--- config.mk ---
export PLATFORM = sky130hd
export DESIGN_NAME = rv32i_mem_arbiter
export DESIGN_NICKNAME = d
export VERILOG_FILES = /design/src/rtl/rv32i_mem_arbiter.sv
export SDC_FILE = /design/constraint.sdc
export NUM_CORES = 1
export LEC_CHECK = 0
export BUFFER_PORTS_ARGS = -buffer_cell sky130_fd_sc_hd__clkbuf_2
export CAP_MARGIN = 20
export CORE_AREA = 2 2 117 119
export CTS_CLUSTER_SIZE = 14
export DETAILED_ROUTE_END_ITERATION = 10
export DIE_AREA = 0 0 119 121
export PLACE_DENSITY = 0.62
export SYNTH_ARGS = -nofsm -noshare
export SYNTH_HDL_FRONTEND = slang
export SYNTH_SLANG_ARGS = --single-unit
--- constraint.sdc ---
create_clock -name clk -period 4 [get_ports clk]
set_clock_uncertainty 0.15 [all_clocks]
set_input_delay 0.4 -clock clk [delete_from_list [all_inputs] [get_ports clk]]
set_output_delay 0.4 -clock clk [all_outputs]
set_load 0.02 [all_outputs]
--- src/rtl/rv32i_mem_arbiter.sv ---
// Shares one synchronous memory port between the multicycle RV32I core and a debug/loader
// requester; debug has priority but is capped at MAX_BURST consecutive cycles.
module rv32i_mem_arbiter #(
   parameter int unsigned MAX_BURST = 8
) (
   input  logic        clk,
   input  logic        rst,
   input  logic        ena,
   input  logic [31:0] core_addr,
   input  logic [31:0] core_wr_data,
   input  logic        core_wr_ena,
   output logic [31:0] core_rd_data,
   output logic        core_ena,
   input  logic        dbg_req,
   input  logic [31:0] dbg_addr,
   input  logic [31:0] dbg_wr_data,
   input  logic        dbg_wr_ena,
   output logic        dbg_gnt,
   output logic        dbg_rd_valid,
   output logic [31:0] dbg_rd_data,
   output logic [31:0] mem_addr,
   output logic [31:0] mem_wr_data,
   output logic        mem_wr_ena,
   input  logic [31:0] mem_rd_data
);

   localparam logic [7:0] MaxBurst = MAX_BURST[7:0];

   logic [7:0]  burst_q, burst_d;
   logic        prev_core_q, prev_core_d;
   logic        prev_dbg_rd_q, prev_dbg_rd_d;
   logic [31:0] core_hold_q, core_hold_d;

   // Grant is purely combinational so debug sees ownership in the same cycle it asks.
   always_comb begin
      dbg_gnt  = rst & dbg_req & (burst_q < MaxBurst);
      core_ena = rst & ena & ~dbg_gnt;
   end

   always_comb begin
      if (dbg_gnt) begin
         mem_addr    = dbg_addr;
         mem_wr_data = dbg_wr_data;
         mem_wr_ena  = dbg_wr_ena;
      end else begin
         mem_addr    = core_addr;
         mem_wr_data = core_wr_data;
         mem_wr_ena  = core_wr_ena & core_ena;
      end
   end

   always_comb begin
      burst_d       = dbg_gnt ? burst_q + 8'd1 : 8'd0;
      prev_core_d   = core_ena;
      prev_dbg_rd_d = dbg_gnt & ~dbg_wr_ena;
      core_hold_d   = prev_core_q ? mem_rd_data : core_hold_q;
   end

   always_ff @(posedge clk or negedge rst) begin
      if (!rst) begin
         burst_q       <= 8'd0;
         prev_core_q   <= 1'b0;
         prev_dbg_rd_q <= 1'b0;
         core_hold_q   <= 32'd0;
      end else begin
         burst_q       <= burst_d;
         prev_core_q   <= prev_core_d;
         prev_dbg_rd_q <= prev_dbg_rd_d;
         core_hold_q   <= core_hold_d;
      end
   end

   // Core keeps seeing its last enabled read while frozen.
   always_comb begin
      core_rd_data = prev_core_q ? mem_rd_data : core_hold_q;
      dbg_rd_valid = prev_dbg_rd_q;
      dbg_rd_data  = mem_rd_data;
   end

endmodule

Word level (Yosys, flattened, before mapping)
Index checks and enable logic that the tools add are counted.
{"block": "op_classes", "n_addsub": 1, "magnitude_cmp": 1, "mux": 5, "bitwise_logic": 8}
{"cell": "two-way mux 32 bit", "n": 3}
{"cell": "adder 8 x 1 -> 8 bit (second input constant)", "n": 1}
{"cell": "< comparator 8 x 4 -> 1 bit (second input constant)", "n": 1}
{"cell": "two-way mux 8 bit", "n": 1}
{"cell": "AND 1 bit", "n": 6}
{"cell": "NOT 1 bit", "n": 2}
{"cell": "two-way mux 1 bit", "n": 1}
{"block": "word_totals", "ff_bits": 42, "in_bits": 166, "output_inout_bits": 132, "wordCells": 19}

Longest topological paths before layout
{"block": "logic_depth", "depth_word": 6, "ltp_mapped": 5, "ltp_nobuf": 3}

Worst setup path before layout
OpenSTA, ideal clock, no wires.
{"block": "synth_timing", "path_kind": "reg-to-output", "start": "register burst_q[6]", "end": "output port mem_addr[0]", "arrival_ps": 1378, "t_required_ps": 3450, "path_slack_ps": 2072, "stages_incl_launch_ff": 6, "path_buffers": 2, "path_cell_list": "dfrtp_1 -> nor4_1 -> nand4b_1 -> buf_6 -> buf_12 -> mux2_4"}
{"block": "synth_via", "elab_chain_cells": 3}
{"item": "from (decl)", "line": "29", "rtl": "logic [7:0] burst_q, burst_d;"}
{"item": "from (signal assigned)", "line": "66", "rtl": "burst_q <= burst_d;"}
{"item": "< comparator 8 x 4 -> 1 bit", "line": "36", "rtl": "dbg_gnt = rst & dbg_req & (burst_q < MaxBurst);"}
{"item": "AND 1 bit", "line": "36"}
{"item": "two-way mux 32 bit", "line": "41", "rtl": "if (dbg_gnt) begin"}
{"item": "to (decl)", "line": "21", "rtl": "output logic [31:0] mem_addr,"}
No other way between the ends.

Worst setup path after layout
{"block": "layout_timing", "start": "register burst_q[6]", "end": "output port mem_addr[3]"}
Same word-level chain as after synthesis.

==> metrics.md <==
| Metric | Value |
|---|---|
| Setup Buffers After CTS | `0` |
| Vias/cell | `4.02` |
| Initial drt markers | `86` |
| Core box area | `13100 um^2` |
| Worst-path clk slew | `0.06 ns` |
| PortBufs | `297` |
| CTS tree | `built` |
| Critical path arrival | `1.95 ns` |
| Worst-Skew Late Latency | `0.29 ns` |
| DRT Wirelength | `10200 um` |
| Htree depth | `2` |
| Placed Instance Area | `4220 um^2` |
| Clock network fraction of design power | `32.8%` |
| CTS Root Cell | `clkbuf_16` |
| Antenna-violating nets left | `0` |
| Worst setup margin | `1.50 ns` |
| Number of global-route vias before repair | `2645` |
| Die ar. | `14400 um^2` |
| Fill count | `1333` |
| Cells along the critical path | `nor4_1, nand4b_1, buf_4, mux2_4, clkbuf_2` |
| Setup TNS | `0 ns` |
| Final net count | `632` |
| Starting Density | `21.9%` |
| Hpwl dp | `8750 um` |
| Ratio of cells with drive above 1 in the final layout | `86.7%` |
| Mapped cell area | `2870 um^2` |
| Pre-CTS WS | `1.79 ns` |
| PostCTS Resize Cnt | `0` |
| WHS | `0.108 ns` |
| WL/cell | `15.9 um` |
| Worst Max-Slew Pin Slew | `0.542 ns` |
| Final Util | `33.6%` |
| Slowest cell on the critical path | `dfrtp_1` |
| First drt pass iteration count | `4` |
| WP buf/inv | `2` |
| Fin. Hold Viols | `0` |
| Comb pwr share | `33.5%` |
| Tcrit/Tclk final | `62.4%` |
| Post-synth top area share | `36.7%` |
| Synth Area per Inst | `14.5 um^2` |
| Slew Limit Fails | `0` |
| Max cap viols | `0` |
| FF-to-FF End | `prev_core_q$_DFF_PN0_` |
| Post-route cell area | `4400 um^2` |
| Fmax | `401 MHz` |
| Crit-path max cell delay | `0.36 ns` |
| Antenna Cells | `0` |
| Reg2Reg Launch Point | `burst_q[6]$_DFF_PN0_` |
| Yosys reg bits | `42` |
| Pint | `991 uW` |
| Global-route wire length before repair | `14700 um` |
| Slew HR | `63.9%` |
| CP required | `3.45 ns` |
| Gp weighted congestion | `0.888` |
| RSZ-0062 raised after global routing | `false` |
| Sw Ratio | `31.5%` |
| Tot GR Track Use | `13.3%` |
| Synth warn | `0` |
| Top-level port count | `298` |
| FF-to-FF setup slack | `2.32 ns` |
| Period minus WS final | `2.50 ns` |
| Num CTS Buffers | `5` |
| Die extent in x | `119 um` |
| Grt total ovfl | `0` |
| Switch Pwr | `455 uW` |
| Delay-heaviest family, CP | `simple AND/OR/NAND/NOR gates` |
| Crit. End Element | `output port` |
| Maximum VDD drop | `0.382 mV` |
| Initial antenna violation count | `1` |
| Top cells by area, synth | `dfrtp_1 (37%), mux2_4 (33%), mux2_2 (13%)` |
| Site Rows | `42` |
| # hold bufs at CTS | `0` |
| DR vias | `2584` |
| Setup violators final | `0` |
| Synth cell types | `18` |
| Layout area overhead | `53.5%` |
| Critical path class | `reg -> out` |
| Largest net degree at the start of global routing | `51` |
| Die Height | `121 um` |
| CP max FO | `22` |
| Residual DRC count | `0` |
| Post-Synthesis Cells | `198` |
| CTS Buffer Depth | `2` |
| Pwr Density | `329 nW/um^2` |
| Register share of total power | `33.8%` |
| Status | `complete, no violations` |
| Leakage | `2.64 nW` |
| CP startpoint kind | `flip-flop` |
| Post-synth top area cell | `dfrtp_1` |
| R2R cell count | `4` |
| Worst Hold Class | `in -> async` |
| Clk sinks | `42` |
| Register area share after synthesis | `36.7%` |
sequential cells by signal (all words and copies together), names as in the netlist:
signal and cells:
dbg_rd_valid 1, prev_core_q 1, core_hold_q 32, burst_q 8
synth_stat cells, drive strengths merged:
cell type and count:
nor2 5, inv 2, nand4b 1, ha 1
and3 2, xnor2 1, dfrtp 42, mux2 97
conb 1, buf 43, nor4 1, nand3 1
clkbuf 1
worst reg2reg max path, delay by kind of cell (launching register included):
| kind | cells | cell delay [ns] |
|---|---|---|
| and+or+nand+nor | 3 | 0.80 |
| DFF | 1 | 0.36 |
| buffers and inverters | 1 | 0.26 |
how the worst max path moves through the flow:
| stage | start | end | slack [ns] | cells after the start |
|---|---|---|---|---|
| 6_report | burst_q[6]$_DFF_PN0_ | mem_addr[3] | 1.50 | 5 |
| 5_1_grt | burst_q[6]$_DFF_PN0_ | mem_addr[3] | 1.37 | 5 |
| 4_1_cts | burst_q[6]$_DFF_PN0_ | mem_addr[3] | 1.47 | 5 |
| 3_5_place_dp | burst_q[6]$_DFF_PN0_ | mem_addr[3] | 1.79 | 5 |
| 3_3_place_gp | burst_q[6]$_DFF_PN0_ | mem_wr_data[0] | 1.81 | 5 |
| 2_1_floorplan | burst_q[6]$_DFF_PN0_ | mem_addr[0] | 2.07 | 5 |
logic make-up after synthesis:
| group | Yosys count | share of synthesized area (%) |
|---|---|---|
| xor gates and xnor gates | 1 | 0.306 |
| DFF | 42 | 36.7 |
| muxes | 97 | 46.4 |
| other | 1 | 0.131 |
| adders and majority gates | 1 | 0.437 |
| and+or+nand+nor | 10 | 1.79 |
| buffers and inverters | 46 | 14.3 |
cell usage in the layout (no fill, tap or decap), drive strengths merged:
master,instances
nor2,5
xnor2,1
inv,3
nand3,1
conb,4
dfrtp,42
mux2,97
ha,1
buf,4
and3,2
bufinv,1
nand4b,1
nor4,1
clkinvlp,1
clkbuf,302
routing by layer:
| layer | GRT usage [%] | vias to the layer above | share of wire, % |
|---|---|---|---|
| met1 | 15.1 | 1218 | 38 |
| met5 | 0 | - | 0.12 |
| li1 | - | 1195 | - |
| met2 | 24.0 | 160 | 51 |
| met4 | 3.35 | 2 | 1.2 |
| met3 | 4.32 | 9 | 9.7 |
through the flow:
step                power [mW]  instances
detailed placement       0.985        634
floorplan                0.792        201
finish                    1.45        642
global route              1.53        642
CTS                       1.48        642
global placement         0.979        634
final cells by class:
| type | count | area, um^2 | share of cell area (%) |
|---|---|---|---|
| clock buffers | 5 | 125 | 2.84 |
| multi-input cells | 113 | 1420 | 32.2 |
| clock inverters | 3 | 48.8 | 1.11 |
| repair buffers | 301 | 1530 | 34.8 |
| flip-flops and latches | 42 | 1050 | 23.9 |
| inverters | 2 | 7.51 | 0.171 |
| well taps | 176 | 220 | 5.01 |
power groups by stage:
stage | Combinational [mW] | Clock [mW] | Sequential (mW)
2_1_floorplan | 0.300 | 0 | 0.492
3_3_place_gp | 0.484 | 0 | 0.495
3_5_place_dp | 0.488 | 0 | 0.497
4_1_cts | 0.491 | 0.496 | 0.490
5_1_grt | 0.515 | 0.517 | 0.494
6_report | 0.484 | 0.474 | 0.488
Note: power is estimated with default switching activity, not from simulation.
